--- config.mk ---
export PLATFORM = sky130hd
export DESIGN_NAME = lcd_bus_responder
export DESIGN_NICKNAME = d
export VERILOG_FILES = /design/src/rtl/lcd_pkg.sv /design/src/rtl/lcd_ddram.sv /design/src/rtl/lcd_bus_responder.sv
export SDC_FILE = /design/constraint.sdc
export NUM_CORES = 1
export LEC_CHECK = 0
export ABC_AREA = 1
export BUFFER_PORTS_ARGS = -buffer_cell sky130_fd_sc_hd__buf_2
export CAP_MARGIN = 20
export CELL_PAD_IN_SITES_DETAIL_PLACEMENT = 1
export CELL_PAD_IN_SITES_GLOBAL_PLACEMENT = 1
export CORE_AREA = 5 5 202 204
export DETAILED_ROUTE_END_ITERATION = 7
export DIE_AREA = 0 0 207 209
export PLACE_DENSITY_LB_ADDON = 0.1
export SYNTH_ARGS = -nofsm -noshare
export SYNTH_HDL_FRONTEND = slang
export SYNTH_SLANG_ARGS = --single-unit
export TNS_END_PERCENT = 5
--- constraint.sdc ---
create_clock -name clk -period 2.2 [get_ports clk]
set_input_delay 0.11 -clock clk [delete_from_list [all_inputs] [get_ports clk]]
set_output_delay 0.11 -clock clk [all_outputs]
set_load 0.01 [all_outputs]
--- src/rtl/lcd_pkg.sv ---
// Shared types and constants for the HD44780-style LCD bus responder.
// Address map helpers keep the two 16-cell rows and their wrap points in one place.
package lcd_pkg;

  typedef enum logic [1:0] {
    ST_CLEAR,
    ST_IDLE,
    ST_EXEC
  } state_t;

  localparam logic [7:0] I_CLEAR = 8'h01;
  localparam logic [7:0] I_HOME  = 8'h02;
  localparam logic [7:0] I_ENTRY = 8'h04;
  localparam logic [7:0] I_DISP  = 8'h08;
  localparam logic [7:0] I_SHIFT = 8'h10;
  localparam logic [7:0] I_FUNC  = 8'h20;
  localparam logic [7:0] I_CGRAM = 8'h40;
  localparam logic [7:0] I_DDRAM = 8'h80;

  localparam logic [7:0] SPACE = 8'h20;

  localparam logic [6:0] ROW0_BASE = 7'h00;
  localparam logic [6:0] ROW1_BASE = 7'h40;
  localparam logic [6:0] ROW0_WRAP = 7'h27;
  localparam logic [6:0] ADDR_WRAP = 7'h67;

  // One-hot of the highest set bit; zero when no bit is set.
  function automatic logic [7:0] top_bit(
    input logic [7:0] d
  );
    logic [7:0] r;
    r = '0;
    for (int i = 0; i < 8; i++) begin
      if (d[i]) begin
        r    = '0;
        r[i] = 1'b1;
      end
    end
    return r;
  endfunction

  function automatic logic visible(
    input logic [6:0] a
  );
    return (a[6:4] == ROW0_BASE[6:4]) ||
           (a[6:4] == ROW1_BASE[6:4]);
  endfunction

  function automatic logic [4:0] cell_idx(
    input logic [6:0] a
  );
    return {a[6], a[3:0]};
  endfunction

  function automatic logic [6:0] advance(
    input logic [6:0] a,
    input logic       inc
  );
    if (inc) begin
      if (a >= ADDR_WRAP)
        return ROW0_BASE;
      if (a >= ROW0_WRAP && a < ROW1_BASE)
        return ROW1_BASE;
      return a + 7'd1;
    end
    if (a == ROW0_BASE)
      return ADDR_WRAP;
    if (a == ROW1_BASE)
      return ROW0_WRAP;
    return a - 7'd1;
  endfunction

endpackage

--- src/rtl/lcd_ddram.sv ---
// 32x8 visible character store: one write port, combinational bus read,
// registered side read for screen scanners.
module lcd_ddram
  import lcd_pkg::*;
(
  input  logic       clk,
  input  logic       rst_n,
  input  logic       i_we,
  input  logic [4:0] i_waddr,
  input  logic [7:0] i_wdata,
  input  logic [4:0] i_raddr,
  output logic [7:0] o_rdata,
  input  logic [4:0] i_side_addr,
  output logic [7:0] o_side_data
);

  logic [7:0] r_mem [32];
  logic [7:0] r_side;

  always_ff @(posedge clk) begin
    if (i_we)
      r_mem[i_waddr] <= i_wdata;
  end

  assign o_rdata = r_mem[i_raddr];

  always_ff @(posedge clk or negedge rst_n) begin
    if (!rst_n)
      r_side <= SPACE;
    else
      r_side <= r_mem[i_side_addr];
  end

  assign o_side_data = r_side;

endmodule

--- src/rtl/lcd_bus_responder.sv ---
// Display side of the 8-bit RS/RW/EN character-LCD bus: decodes commands,
// keeps DDRAM, address counter, mode flags and busy timing.
module lcd_bus_responder
  import lcd_pkg::*;
#(
  parameter int CLEAR_CYCLES = 76_000,
  parameter int CMD_CYCLES   = 2_000
) (
  input  logic       clk,
  input  logic       rst_n,
  input  logic       RS,
  input  logic       RW,
  input  logic       EN,
  input  logic [7:0] data_in,
  output logic [7:0] data_out,
  output logic       data_oe,
  output logic       busy,
  output logic [6:0] ddram_addr,
  output logic       display_on,
  output logic       cursor_on,
  output logic       blink_on,
  output logic       two_line,
  output logic       overrun,
  input  logic       rd_row,
  input  logic [3:0] rd_col,
  output logic [7:0] rd_char
);

  localparam int CW = $clog2(CLEAR_CYCLES + 1);
  localparam logic [CW-1:0] POR_LOAD = CW'(CLEAR_CYCLES);
  localparam logic [CW-1:0] CLR_LOAD = CW'(CLEAR_CYCLES - 1);
  localparam logic [CW-1:0] CMD_LOAD = CW'(CMD_CYCLES - 1);
  localparam logic [CW-1:0] ONE      = CW'(1);

  logic          r_rs_q, r_rw_q, r_en_q;
  logic [7:0]    r_d_q;
  state_t        r_state, w_state;
  logic [CW-1:0] r_cnt, w_cnt;
  logic [5:0]    r_fill, w_fill;
  logic [6:0]    r_addr, w_addr;
  logic          r_inc, w_inc;
  logic          r_disp, w_disp;
  logic          r_cur, w_cur;
  logic          r_blink, w_blink;
  logic          r_two, w_two;
  logic          r_ovr, w_ovr;
  logic [7:0]    r_dout, w_dout;

  logic          w_strobe, w_idle;
  logic [7:0]    w_op;
  logic          w_we;
  logic [4:0]    w_waddr;
  logic [7:0]    w_wdata;
  logic [7:0]    w_rdata;

  assign w_strobe = r_en_q & ~EN;
  assign w_idle   = (r_state == ST_IDLE);
  assign w_op     = top_bit(r_d_q);

  lcd_ddram u_ddram (
    .clk         (clk),
    .rst_n       (rst_n),
    .i_we        (w_we),
    .i_waddr     (w_waddr),
    .i_wdata     (w_wdata),
    .i_raddr     (cell_idx(r_addr)),
    .o_rdata     (w_rdata),
    .i_side_addr ({rd_row, rd_col}),
    .o_side_data (rd_char)
  );

  always_comb begin
    w_state = r_state;
    w_cnt   = r_cnt;
    w_fill  = r_fill;
    w_addr  = r_addr;
    w_inc   = r_inc;
    w_disp  = r_disp;
    w_cur   = r_cur;
    w_blink = r_blink;
    w_two   = r_two;
    w_ovr   = r_ovr;
    w_dout  = r_dout;
    w_we    = 1'b0;
    w_waddr = cell_idx(r_addr);
    w_wdata = r_d_q;

    unique case (r_state)
      ST_CLEAR: begin
        if (!r_fill[5]) begin
          w_we    = 1'b1;
          w_waddr = r_fill[4:0];
          w_wdata = SPACE;
          w_fill  = r_fill + 6'd1;
        end
        if (r_cnt == '0) w_state = ST_IDLE;
        else             w_cnt   = r_cnt - ONE;
      end
      ST_EXEC: begin
        if (r_cnt == '0) w_state = ST_IDLE;
        else             w_cnt   = r_cnt - ONE;
      end
      default: ;
    endcase

    if (w_strobe && !r_rw_q) begin
      if (!w_idle) begin
        w_ovr = 1'b1;
      end else begin
        w_state = ST_EXEC;
        w_cnt   = CMD_LOAD;
        if (r_rs_q) begin
          w_we   = visible(r_addr);
          w_addr = advance(r_addr, r_inc);
        end else begin
          unique case (1'b1)
            w_op[0]: begin
              w_addr  = ROW0_BASE;
              w_inc   = 1'b1;
              w_state = ST_CLEAR;
              w_cnt   = CLR_LOAD;
              w_fill  = '0;
            end
            w_op[1]: begin
              w_addr = ROW0_BASE;
              w_cnt  = CLR_LOAD;
            end
            w_op[2]: w_inc = r_d_q[1];
            w_op[3]: {w_disp, w_cur, w_blink} = r_d_q[2:0];
            w_op[4]: begin
              if (!r_d_q[3])
                w_addr = advance(r_addr, r_d_q[2]);
            end
            w_op[5]: w_two = r_d_q[3];
            w_op[6]: ;
            w_op[7]: w_addr = r_d_q[6:0];
            default: ;
          endcase
        end
      end
    end

    // Data reads move the cursor but never start a busy period.
    if (w_strobe && r_rw_q && r_rs_q && w_idle)
      w_addr = advance(r_addr, r_inc);

    if (r_en_q && r_rw_q) begin
      if (!r_rs_q)     w_dout = {~w_idle, r_addr};
      else if (!w_idle) w_dout = 8'h00;
      else if (visible(r_addr)) w_dout = w_rdata;
      else             w_dout = SPACE;
    end
  end

  always_ff @(posedge clk or negedge rst_n) begin
    if (!rst_n) begin
      r_rs_q  <= 1'b0;
      r_rw_q  <= 1'b0;
      r_en_q  <= 1'b0;
      r_d_q   <= '0;
      r_state <= ST_CLEAR;
      r_cnt   <= POR_LOAD;
      r_fill  <= '0;
      r_addr  <= '0;
      r_inc   <= 1'b1;
      r_disp  <= 1'b0;
      r_cur   <= 1'b0;
      r_blink <= 1'b0;
      r_two   <= 1'b0;
      r_ovr   <= 1'b0;
      r_dout  <= '0;
    end else begin
      r_rs_q  <= RS;
      r_rw_q  <= RW;
      r_en_q  <= EN;
      r_d_q   <= data_in;
      r_state <= w_state;
      r_cnt   <= w_cnt;
      r_fill  <= w_fill;
      r_addr  <= w_addr;
      r_inc   <= w_inc;
      r_disp  <= w_disp;
      r_cur   <= w_cur;
      r_blink <= w_blink;
      r_two   <= w_two;
      r_ovr   <= w_ovr;
      r_dout  <= w_dout;
    end
  end

  assign data_out   = r_dout;
  assign data_oe    = r_en_q & r_rw_q;
  assign busy       = ~w_idle;
  assign ddram_addr = r_addr;
  assign display_on = r_disp;
  assign cursor_on  = r_cur;
  assign blink_on   = r_blink;
  assign two_line   = r_two;
  assign overrun    = r_ovr;

endmodule
Word-level counts from Yosys, hierarchy flattened
Memories as Yosys holds them, arrays and structs flattened. A register that Yosys moved wholly into a read port is not among the register bits.
Index checks and enable logic that the tools add are counted.
{"block": "word_totals", "elab_cells": 198, "out_inout_bits": 30, "memories": 1, "mem_bits_rw": 256, "input_bits": 18, "reg_bits": 57}
{"block": "classes", "n_mux": 141, "n_addsub": 4, "eq_ne": 5, "n_reduce_logical": 24, "bitwise": 5, "n_lt_le_gt_ge": 3}
{"memory": "u_ddram.r_mem", "depth": 32, "width": 8, "read_ports": 2, "rd_ports_with_merged_regs": 1, "wr": 1, "line": "lcd_ddram.sv:17", "text": "logic [7:0] r_mem [32];"}
{"op": "7-bit 2-to-1 mux", "count": 31}
{"op": "17-bit 2-to-1 mux", "count": 6}
{"op": "8-bit 2-to-1 mux", "count": 11}
{"op": "1-bit 2-to-1 mux", "count": 76}
{"op": "6-bit 2-to-1 mux", "count": 6}
{"op": "7-bit one-hot mux with 3 select lines", "count": 1}
{"op": "17-bit logical NOT", "count": 1}
{"op": "17-bit by 1-bit subtractor with 17-bit output, second input constant", "count": 1}
{"op": "4-bit AND reduction", "count": 4}
{"op": "2-bit 2-to-1 mux", "count": 7}
{"op": "5-bit 2-to-1 mux", "count": 2}
{"op": "7-bit by 1-bit adder with 7-bit output, second input constant", "count": 1}
{"op": "7-bit equality test, second input constant", "count": 1}
{"op": "7-bit by 6-bit >= comparator with 1-bit output, second input constant", "count": 1}
{"op": "7-bit >= comparator, second input constant", "count": 1}
{"op": "7-bit logical NOT", "count": 1}
{"op": "7-bit less-than comparator, second input constant", "count": 1}
{"op": "7-bit by 1-bit subtractor with 7-bit output, second input constant", "count": 1}
{"op": "6-bit by 1-bit adder with 6-bit output, second input constant", "count": 1}
{"op": "1-bit logical AND", "count": 6}
{"op": "2-bit nonzero test", "count": 3}
{"op": "5-bit nonzero test", "count": 1}
{"op": "4-bit by 3-bit != test with 1-bit output, second input constant", "count": 1}
{"op": "2-bit OR reduction", "count": 2}
{"op": "11 further kinds", "count": 15}

Logic depth before layout (Yosys ltp)
Gate-level depths: netlist of run 1.
{"block": "logic_depth", "ltp_word": 34, "ltp_mapped": 13, "mapped_depth_nobuf": 11}

Hierarchy
From an unflattened synthesis of run 1, not the netlist that was laid out.
{"block": "unflattened", "hier_cells": 1987, "area_unflattened_um2": 16935.0}
{"mod": "lcd_ddram", "cells_per_inst": 1531, "n_inst": 1, "area_per_inst_um2": 13535.5, "seq_area_each_um2": 7888.8}
{"mod": "lcd_bus_responder", "cells_per_inst": 456, "n_inst": 1, "area_per_inst_um2": 3399.5, "seq_area_each_um2": 1435.1}

Least setup slack after synthesis of run 1
Ideal clock, no wire load.
{"block": "synth_timing", "kind": "register to register", "start": "register with a tool-made name", "end": "memory u_ddram.r_mem[16][0] (enable)", "n_path_buf": 2, "required_ns": 1.830, "path_stages_with_launch": 10, "synth_period_minus_slack_ns": 2.099, "path_slack_ns": 0.101, "setup_time_ns": 0.370, "t_arrival_ns": 1.729, "cell_sequence": "dfrtp_1 buf_6 nor2_2 inv_2 nor2_4 inv_2 buf_6 a21oi_2 nand3_2 nor2_1"}
{"item": "end, declared", "line": "lcd_ddram.sv:17"}

Worst setup path in the final report of run 1
{"block": "layout_timing", "start": "register r_addr[1], in the netlist ddram_addr[1]", "end": "register r_dout[3], in the netlist data_out[3]"}
{"block": "layout_via", "elab_chain_cells": 4}
{"item": "start, declared", "line": "lcd_bus_responder.sv:40", "text": "logic [6:0] r_addr, w_addr;"}
{"item": "start signal, assigned", "line": "lcd_bus_responder.sv:180", "text": "r_addr <= w_addr;"}
{"item": "memory read 32 x 8 bit"}
{"item": "8-bit 2-to-1 mux", "line": "lcd_bus_responder.sv:150", "text": "else if (visible(r_addr)) w_dout = w_rdata;"}
{"item": "8-bit 2-to-1 mux", "line": "lcd_bus_responder.sv:149", "text": "else if (!w_idle) w_dout = 8'h00;"}
{"item": "8-bit 2-to-1 mux", "line": "lcd_bus_responder.sv:148", "text": "if (!r_rs_q) w_dout = {~w_idle, r_addr};"}
{"item": "end signal, assigned", "line": "lcd_bus_responder.sv:187", "text": "r_dout <= w_dout;"}
{"item": "end, declared", "line": "lcd_bus_responder.sv:47", "text": "logic [7:0] r_dout, w_dout;"}
Every way passes these cells.
A chain may end at the register's enable or synchronous reset.

==> metrics.md, run 1 <==
| Metric | Value |
|---|---|
| Outcome | `finished clean` |
| Period utilisation layout | `96.6%` |
| Maxcap violations | `0` |
| Die W | `207 µm` |
| Syn_nets | `1998` |
| Cts bufs inserted | `38` |
| Setup TNS | `0 ns` |
| Leading cell type in the layout, fill and taps excluded | `nand2_1` |
| DP Worst Slack | `0.0718 ns` |
| CTS tree | `yes` |
| Layout area overhead | `18.9%` |
| Clock power frac | `45.7%` |
| Sequential share of the synthesized area | `55.3%` |
| Min-delay worst type | `in -> async` |
| Most frequent cells in the layout | `428 x nand2_1, 256 x edfxtp_1, 252 x nor2_1` |
| Top post-synthesis cells by area | `edfxtp_1 46%, nand2_1 9.6%, dfrtp_1 8.5%` |
| Average size of a mapped cell | `8.54 µm²` |
| Core ar. | `39100 µm²` |
| Setup ws final | `0.0740 ns` |
| Switching portion of total power | `22.9%` |
| GRT Total Usage | `28.8%` |
| Vias/cell | `5.72` |
| Synth Cell Area | `16900 µm²` |
| Setup CP Type | `reg -> reg` |
| Worst setup EP type | `flop` |
| Final Hold Vio Count | `0` |
| Initial antenna violation count | `0` |
| FP Rows | `73` |
| Drt drc | `0` |
| Nets | `2131` |
| Synth Flop Type | `edfxtp_1` |
| Startpoint types | `flop` |
| CP required | `2.67 ns` |
| Ports | `48` |
| CTS max path bufs | `3` |
| Period minus WS final | `2.13 ns` |
| Pwr dens | `688 nW/µm²` |
| Root Driver | `clkbuf_16` |
| Final Slew Violations | `0` |
| Crit-path max FO | `15` |
| Post-route clock skew | `0.0133 ns` |
| Vias | `15200` |
| Largest net degree at the start of global routing | `47` |
| Sw Pwr | `3.16 mW` |
| WL per Instance | `24.0 µm` |
| Overflow after GRT | `0` |
| Die height | `209 µm` |
| Top cell type's share of synthesized area | `45.6%` |
| Syn. warnings | `0` |
| Slew @ Worst Pin | `0.650 ns` |
| Sequential share of power | `48.2%` |
| Post-synth EDFFs | `256` |
| Combinational power share | `6.2%` |
| Clk_lat worst skew | `0.56 ns` |
| DRT iter0 DRCs | `1368` |
| Die area | `43300 µm²` |
| Setup-failing EPs final | `0` |
| CP Data Arrival Time | `2.59 ns` |
| Initial Utilization | `43.1%` |
| Clock slew at reported path FFs | `0.07 ns` |
| Internal power | `10.6 mW` |
| Yosys cell types | `43` |
| ANT nets after route | `0` |
| Asr flop ratio synth | `20.2%` |
| I/O Buffers | `47` |
| Placement Cell Area | `18600 µm²` |
| Fmax | `0.470 GHz` |
| Leak pwr | `8.35 nW` |
| Final Core Density | `51.3%` |
| Hold_ws | `0.143 ns` |
| Yosys reg bits | `321` |
| Rel. slew slack | `56.6%` |
| ANT cells | `0` |
| DP HPWL | `43600 µm` |
| Ratio of cells with drive above 1 in the final layout | `14.2%` |
| Fin area | `20000 µm²` |
| Final non-filler cell total | `2660` |
| CTS sink cnt | `321` |
| Max rail drop VDD | `572 µV` |
| Total Power | `13.8 mW` |
| Cells after synthesis | `1974` |
| Max H-tree Level | `2` |
| Vias in the first global route | `15500` |
| Post-Place Cells | `2578` |
| Global-route wire length before repair | `95900 µm` |
| Routed WL | `63700 µm` |
| RSZ-0062 raised after global routing | `true` |
| DRT Pass-1 Iters | `5` |
| GPL Wtd Cong | `0.874` |
| Yosys top cell by area | `edfxtp_1` |
worst paths after layout:
| kind | cells after the start | endpoint | startpoint | slack [ns] |
|---|---|---|---|---|
| max | 10 | data_out[3] | ddram_addr[1] | 0.07 |
| min in group clk | 7 | u_ddram.o_side_data[7] | rd_col[3] | 0.18 |
| max in group asynchronous | 3 | r_cnt[16] | rst_n | 1.28 |
| min | 2 | u_ddram.o_side_data[3] | rst_n | 0.14 |
| min reg2reg | 2 | r_cnt[7] | r_cnt[7] | 0.50 |
| max reg2reg | 10 | data_out[3] | ddram_addr[1] | 0.07 |
cell usage after synthesis (all sizes together) (6+ instances only):
cell	number
dfstp	8
edfxtp	256
clkinv	6
ha	6
nand3	174
buf	55
nor2	271
o221ai	11
o22ai	12
o211ai	39
nand2	432
o21ai	223
nand4	10
inv	211
nor3	10
a21oi	109
dfrtp	57
xor2	16
clkbuf	53
timing repair:
action,CTS,global route
buffers inserted,0,1
setup endpoints to repair,0,213
hold buffers,13,0
hold endpoints to repair,57,0
resized for setup,0,21
registers in the layout, summed over array words and instances, names as in the netlist, 6 cells and up, named ones only:
register and cells:
data_out 8, ddram_addr 7, r_cnt 17, r_d_q 8
r_fill 6, u_ddram.o_side_data 8, u_ddram.r_mem 256
final cells by class:
cell class	count	area, µm²
fillers	4634	19100
flip-flops and latches	321	9330
multi-input cells	1328	6270
repair buffers	201	1730
clock buffers	50	1070
inverters	217	825
well taps	525	657
clock inverters	18	156
cells by family (layout without fill, tap and decap cells):
group	Yosys count	in the layout	synth area share, %
AO/OA/AOI/OAI	403	403	13.2
AND/OR/NAND/NOR	901	901	22.3
multiplexers	1	1	0.0668
XOR/XNOR	17	17	0.883
flip-flops	321	321	55.3
buffers and inverters	325	486	7.86
adder cells (fa/ha/maj)	6	6	0.445
per-layer routing:
metal	part of all wire, %	global-route usage [%]
met1	44	40.1
met2	46	46.5
met3	6.9	4.64
met4	3.2	8.98
met5	0	0
worst max-delay path, cell delays in order, from the launching register on:
cell,delay [ns]
dfrtp_2,0.45
inv_2,0.26
buf_4,0.34
nand3_1,0.11
nand2_1,0.10
nand2_1,0.07
nand3_1,0.13
nand3_1,0.16
nand2_1,0.17
nand2_1,0.09
a21oi_1,0.15
power groups by stage:
stage	combinational (mW)	sequential, mW	clock, mW
global route	0.904	6.64	6.65
floorplan	0.371	6.77	0
global placement	0.803	6.76	0
detailed placement	0.818	6.76	0
CTS	0.844	6.64	6.38
finish	0.849	6.64	6.30
No activity file was read; power rests on OpenSTA's default activity.
==> run 2, diff against run 1 <==
Settings changed: CTS_BUF_LIST from default to sky130_fd_sc_hd__clkbuf_16.
==> run 2 against run 1 <==
Critical path type unchanged. Highest routed layer unchanged. Routed wire length is essentially flat. Clock-buffer cell count is 9 lower. Final cell count unchanged. Maximum frequency up 0.22%. First-iteration DRC count increased by 6.0%. Worst setup slack improved by 0.0046 ns. Largest power group unchanged.
==> metrics.md, run 2 (synthesized netlist as in run 1, its figures left out) <==
| Metric | Value |
|---|---|
| Outcome | `finished clean` |
| Period minus WS final | `2.12 ns` |
| Global-route wire length before repair | `95900 µm` |
| CTS sink cnt | `321` |
| Cell mode on critical path | `buf_4` |
| Post-route clock skew | `0.0182 ns` |
| Max rail drop VDD | `571 µV` |
| Hold_ws | `0.145 ns` |
| Filler cells | `4639` |
| Maxcap violations | `0` |
| Largest registers | `u_ddram.r_mem x256, r_cnt x17` |
| RSZ-0062 raised after global routing | `true` |
| Initial antenna violation count | `0` |
| Most frequent cells in the layout | `428 x nand2_1, 256 x edfxtp_1, 252 x nor2_1` |
| Cts bufs inserted | `38` |
| Slowest cell on crit path | `dfrtp_1` |
| Setup-failing EPs final | `0` |
| Rel. slew slack | `56.3%` |
| Final Hold Vio Count | `0` |
| Min-delay worst type | `in -> async` |
| Switching portion of total power | `23.0%` |
| Vias/cell | `5.69` |
| CP Data Arrival Time | `2.37 ns` |
| FP Rows | `73` |
| Overflow after GRT | `0` |
| Total Power | `13.7 mW` |
| Final Slew Violations | `0` |
| Root Driver | `clkbuf_16` |
| Max reg flops | `256` |
| GPL Wtd Cong | `0.874` |
| Combinational power share | `6.2%` |
| CP Cell Sequence | `nor2_2 > inv_2 > nor2_4 > inv_4 > buf_4 > o21ai_4 > nand3_2 > buf_4 > nor2_1 > buf_6` |
| Layout area overhead | `18.8%` |
| CTS tree | `yes` |
| Setup TNS | `0 ns` |
| CTS max path bufs | `3` |
| Routed WL | `63800 µm` |
| Clk_lat worst skew | `0.56 ns` |
| Clock slew at reported path FFs | `0.07 ns` |
| Initial Utilization | `43.1%` |
| Slew @ Worst Pin | `0.656 ns` |
| Setup CP Type | `reg -> reg` |
| Period utilisation layout | `96.4%` |
| Most flop-heavy register | `u_ddram.r_mem` |
| Vias | `15100` |
| GRT Total Usage | `28.8%` |
| Clock power frac | `45.3%` |
| DP HPWL | `43600 µm` |
| Vias in the first global route | `15500` |
| ANT nets after route | `0` |
| Nets | `2131` |
| ANT cells | `0` |
| Core ar. | `39100 µm²` |
| DRT iter0 DRCs | `1450` |
| DRT Pass-1 Iters | `5` |
| Sw Pwr | `3.16 mW` |
| I/O Buffers | `47` |
| Worst setup EP type | `flop` |
| Die area | `43300 µm²` |
| Leak pwr | `8.38 nW` |
| Internal power | `10.6 mW` |
| Die W | `207 µm` |
| CP required | `2.45 ns` |
| WL per Instance | `24.0 µm` |
| Max H-tree Level | `2` |
| Drt drc | `0` |
| Sequential share of power | `48.5%` |
| Largest net degree at the start of global routing | `47` |
| Ratio of cells with drive above 1 in the final layout | `14.1%` |
| Ports | `48` |
| Crit-path max FO | `9` |
| Pwr dens | `684 nW/µm²` |
| Die height | `209 µm` |
| Leading cell type in the layout, fill and taps excluded | `nand2_1` |
| Fmax | `0.471 GHz` |
| CP max stage delay | `0.42 ns` |
| Startpoint types | `flop` |
[run 2: cell count changes in the layout (fill, tap and decap cells not counted), sizes merged]
cell	before	now
clkbuf	50	41
inv	212	220
clkinv	19	20
[run 2: final timing paths]
path	startpoint	endpoint	slack, ns	cells past startpoint
worst max-delay path	r_state[1]	u_ddram.r_mem[15][3]	0.08	10
worst min-delay path	rst_n	r_state[1]	0.15	2
worst max register to register	r_state[1]	u_ddram.r_mem[15][3]	0.08	10
worst min register to register	r_cnt[7]	r_cnt[7]	0.50	2
max in group asynchronous	rst_n	r_cnt[16]	1.27	3
min in group clk	rd_col[3]	u_ddram.o_side_data[7]	0.18	7
[run 2: per-layer routing]
metal  share of wire (%)  global-route usage (%)  vias to the layer above
li1                    -                       -                     6889
met4                 3.1                    8.98                        0
met1                  43                    40.1                     7574
met2                  46                    46.5                      578
met3                 7.1                    4.64                      105
met5                   0                       0                        -
[run 2: layout make-up]
cell class / count / area (µm²) / share of cell area [%]
clock buffers: 41 / 1030 / 5.12
clock inverters: 27 / 190 / 0.949
inverters: 217 / 825 / 4.12
multi-input cells: 1328 / 6270 / 31.3
flip-flops and latches: 321 / 9330 / 46.6
well taps: 525 / 657 / 3.28
repair buffers: 201 / 1730 / 8.63
[run 2: power by group through the flow]
stage          Clock [mW]  Combinational [mW]  Sequential, mW
2_1_floorplan           0               0.371            6.77
3_3_place_gp            0               0.803            6.76
3_5_place_dp            0               0.818            6.76
4_1_cts              6.31               0.844            6.64
5_1_grt              6.58               0.904            6.64
6_report             6.22               0.850            6.64
[run 2: worst max-delay path, delay by kind of cell (launching register included)]
kind / cells / cell delay (ns)
AOI/OAI and AO/OA: 1 / 0.10
buffers and inverters: 5 / 0.70
DFF: 1 / 0.42
and+or+nand+nor: 4 / 0.58
[run 2: repair_timing]
item / CTS / global route
buffers inserted: 0 / 1
endpoints found under the hold margin: 57 / 0
setup endpoints to repair: 0 / 213
hold buffers: 13 / 0
resized for setup: 0 / 21
[run 2: stage by stage]
stage | cells | util [%] | setup WS [ns] | cell area (µm²)
2_1_floorplan | 1974 | - | 0.101 | 16900
3_3_place_gp | 2578 | 47.6 | 0.115 | 18600
5_1_grt | 2660 | 51.2 | -0.0288 | 20000
3_5_place_dp | 2578 | 47.6 | 0.0718 | 18600
6_report | 2660 | 51.2 | 0.0786 | 20000
4_1_cts | 2659 | 51.0 | 0.0391 | 19900
==> run 3, diff against run 2 <==
Settings changed: CORE_AREA 5 5 202 204 to 5 5 200 202, CTS_BUF_LIST sky130_fd_sc_hd__clkbuf_16 to sky130_fd_sc_hd__clkbuf_4, DIE_AREA 0 0 207 209 to 0 0 205 207.
==> run 3 against run 2 <==
Combinational power rose by 5.8%. First-iteration DRC count down 20%. Worst setup slack got worse by 0.013 ns. Non-clock buffer count up 14. Clock skew is 0.054 ns higher. Cell area up 0.38%.
==> metrics.md, run 3 (synthesized netlist as in run 1, its figures left out) <==
| Metric | Value |
|---|---|
| Period minus WS final | `2.13 ns` |
| Period utilisation layout | `97.0%` |
| Die area | `42400 µm²` |
| Layout area overhead | `19.3%` |
| Final Core Density | `52.8%` |
| Die W | `205 µm` |
| Drt drc | `0` |
| CTS tree | `yes` |
| Vias | `15500` |
| WL per Instance | `22.9 µm` |
| Total Power | `13.2 mW` |
| R2r endpoint | `u_ddram.r_mem[4][5]` |
| Worst setup EP type | `flop` |
| Post-Place Cells | `2571` |
| Most frequent cells in the layout | `426 x nand2_1, 256 x edfxtp_1, 251 x nor2_1` |
| Maxcap violations | `0` |
| Max H-tree Level | `3` |
| Min-Delay Startpoint | `rd_col[2]` |
| CP Data Arrival Time | `2.61 ns` |
| Setup-failing EPs final | `0` |
| Overflow after GRT | `0` |
| Final Slew Violations | `0` |
| Ratio of cells with drive above 1 in the final layout | `17.6%` |
| I/O Buffers | `47` |
| Fmax | `0.469 GHz` |
| Largest net degree at the start of global routing | `59` |
| Slew @ Worst Pin | `0.530 ns` |
| Fin area | `20100 µm²` |
| Core ar. | `38100 µm²` |
| CP required | `2.68 ns` |
| Final non-filler cell total | `2762` |
| Largest registers | `u_ddram.r_mem x256, r_cnt x17` |
| Min-delay worst type | `in -> reg` |
| DRT iter0 DRCs | `1160` |
| RSZ-0062 raised after global routing | `true` |
| Setup CP Type | `reg -> reg` |
| DRT Pass-1 Iters | `6` |
| Clk_lat worst skew | `0.81 ns` |
| Outcome | `finished clean` |
| GPL Wtd Cong | `0.901` |
| ANT nets after route | `0` |
| Final Hold Vio Count | `0` |
| Post-route clock skew | `0.0722 ns` |
| Leak pwr | `8.49 nW` |
| Vias/cell | `5.60` |
| Leading cell type in the layout, fill and taps excluded | `nand2_1` |
| Global-route wire length before repair | `96400 µm` |
| CTS sink cnt | `321` |
| GRT Total Usage | `29.7%` |
| Initial Utilization | `44.2%` |
| Post-CTS Setup Inserts | `0` |
| DP HPWL | `42700 µm` |
| Most flop-heavy register | `u_ddram.r_mem` |
| Root Driver | `clkbuf_4` |
| Hold depth | `7` |
| Die height | `207 µm` |
| Setup ws final | `0.0658 ns` |
| Hold worst-path end | `u_ddram.o_side_data[2]` |
| Startpoint types | `flop` |
| DP Worst Slack | `0.0161 ns` |
| Vias in the first global route | `16100` |
| Depth of the worst register-to-register path | `9` |
| Nets | `2195` |
| Routed WL | `63300 µm` |
| Placement Cell Area | `18600 µm²` |
| Pwr dens | `657 nW/µm²` |
| Initial antenna violation count | `4` |
| FP Rows | `72` |
| Ports | `48` |
| Rel. slew slack | `64.6%` |
| Clock slew at reported path FFs | `0.07 ns` |
| Cts bufs inserted | `88` |
| Max rail drop VDD | `559 µV` |
| Worst reg2reg setup slack | `0.07 ns` |
| Crit-path max FO | `8` |
| Max reg flops | `256` |
| CTS max path bufs | `3` |
[run 3: cell types whose count changed in the layout (fill, tap and decap cells not counted), sizes merged]
cell and delta:
inv -8, clkbuf +88, clkinv +11, clkinvlp +1, diode +3, dlygate4sd3 +14
[run 3: worst max-delay path by stage]
stage	start	to	slack, ns	depth (start not counted)
2_1_floorplan	flop	u_ddram.r_mem[16][0]	0.10	9
3_3_place_gp	flop	u_ddram.r_mem[12][1]	0.08	9
3_5_place_dp	flop	u_ddram.r_mem[29][4]	0.02	9
4_1_cts	flop	u_ddram.r_mem[25][4]	-0.03	9
5_1_grt	flop	u_ddram.r_mem[4][5]	-0.04	10
6_report	flop	u_ddram.r_mem[4][5]	0.07	9
[run 3: stage by stage]
step / hold slack (ns) / setup TNS, ns
6_report: 0.101 / 0
5_1_grt: 0.0784 / -0.744
4_1_cts: 0.0421 / -0.113
3_5_place_dp: 0.0991 / 0
3_3_place_gp: 0.0930 / 0
2_1_floorplan: -0.186 / 0
[run 3: per-layer routing]
metal | up-vias | share of wire, % | track usage, %
met5 | - | 0.021 | 0
met3 | 158 | 5.5 | 4.83
met1 | 7707 | 42 | 39.4
li1 | 7067 | - | -
met2 | 522 | 49 | 48.6
met4 | 2 | 4.1 | 12.4
[run 3: critical path, stage by stage, from the launching register on]
cell and delay [ns]:
dfrtp_2 0.44, nor2_2 0.12, inv_2 0.06, nor2_4 0.12
buf_4 0.16, o21ai_2 0.13, nor2_1 0.17, nand2_1 0.22
nor2_1 0.19, buf_4 0.20
[run 3: report_power, final]
| part | switching (mW) | leakage (nW) | internal (mW) |
|---|---|---|---|
| clock | 2.62 | 0.684 | 3.04 |
| sequential | 0.0400 | 3.05 | 6.60 |
| combinational | 0.610 | 4.76 | 0.289 |
[run 3: layout make-up]
| class | count | area, µm² |
|---|---|---|
| fillers | 4565 | 18000 |
| flip-flops and latches | 321 | 9330 |
| multi-input cells | 1328 | 6280 |
| repair buffers | 215 | 1840 |
| clock buffers | 129 | 968 |
| inverters | 217 | 828 |
| well taps | 518 | 648 |
| clock inverters | 31 | 206 |
| diodes | 3 | 7.51 |
[run 3: timing repair]
item,in CTS,in global routing
gates resized for setup,4,18
hold endpoints to repair,94,0
hold buffers,28,0
endpoints found under the setup margin,28,260
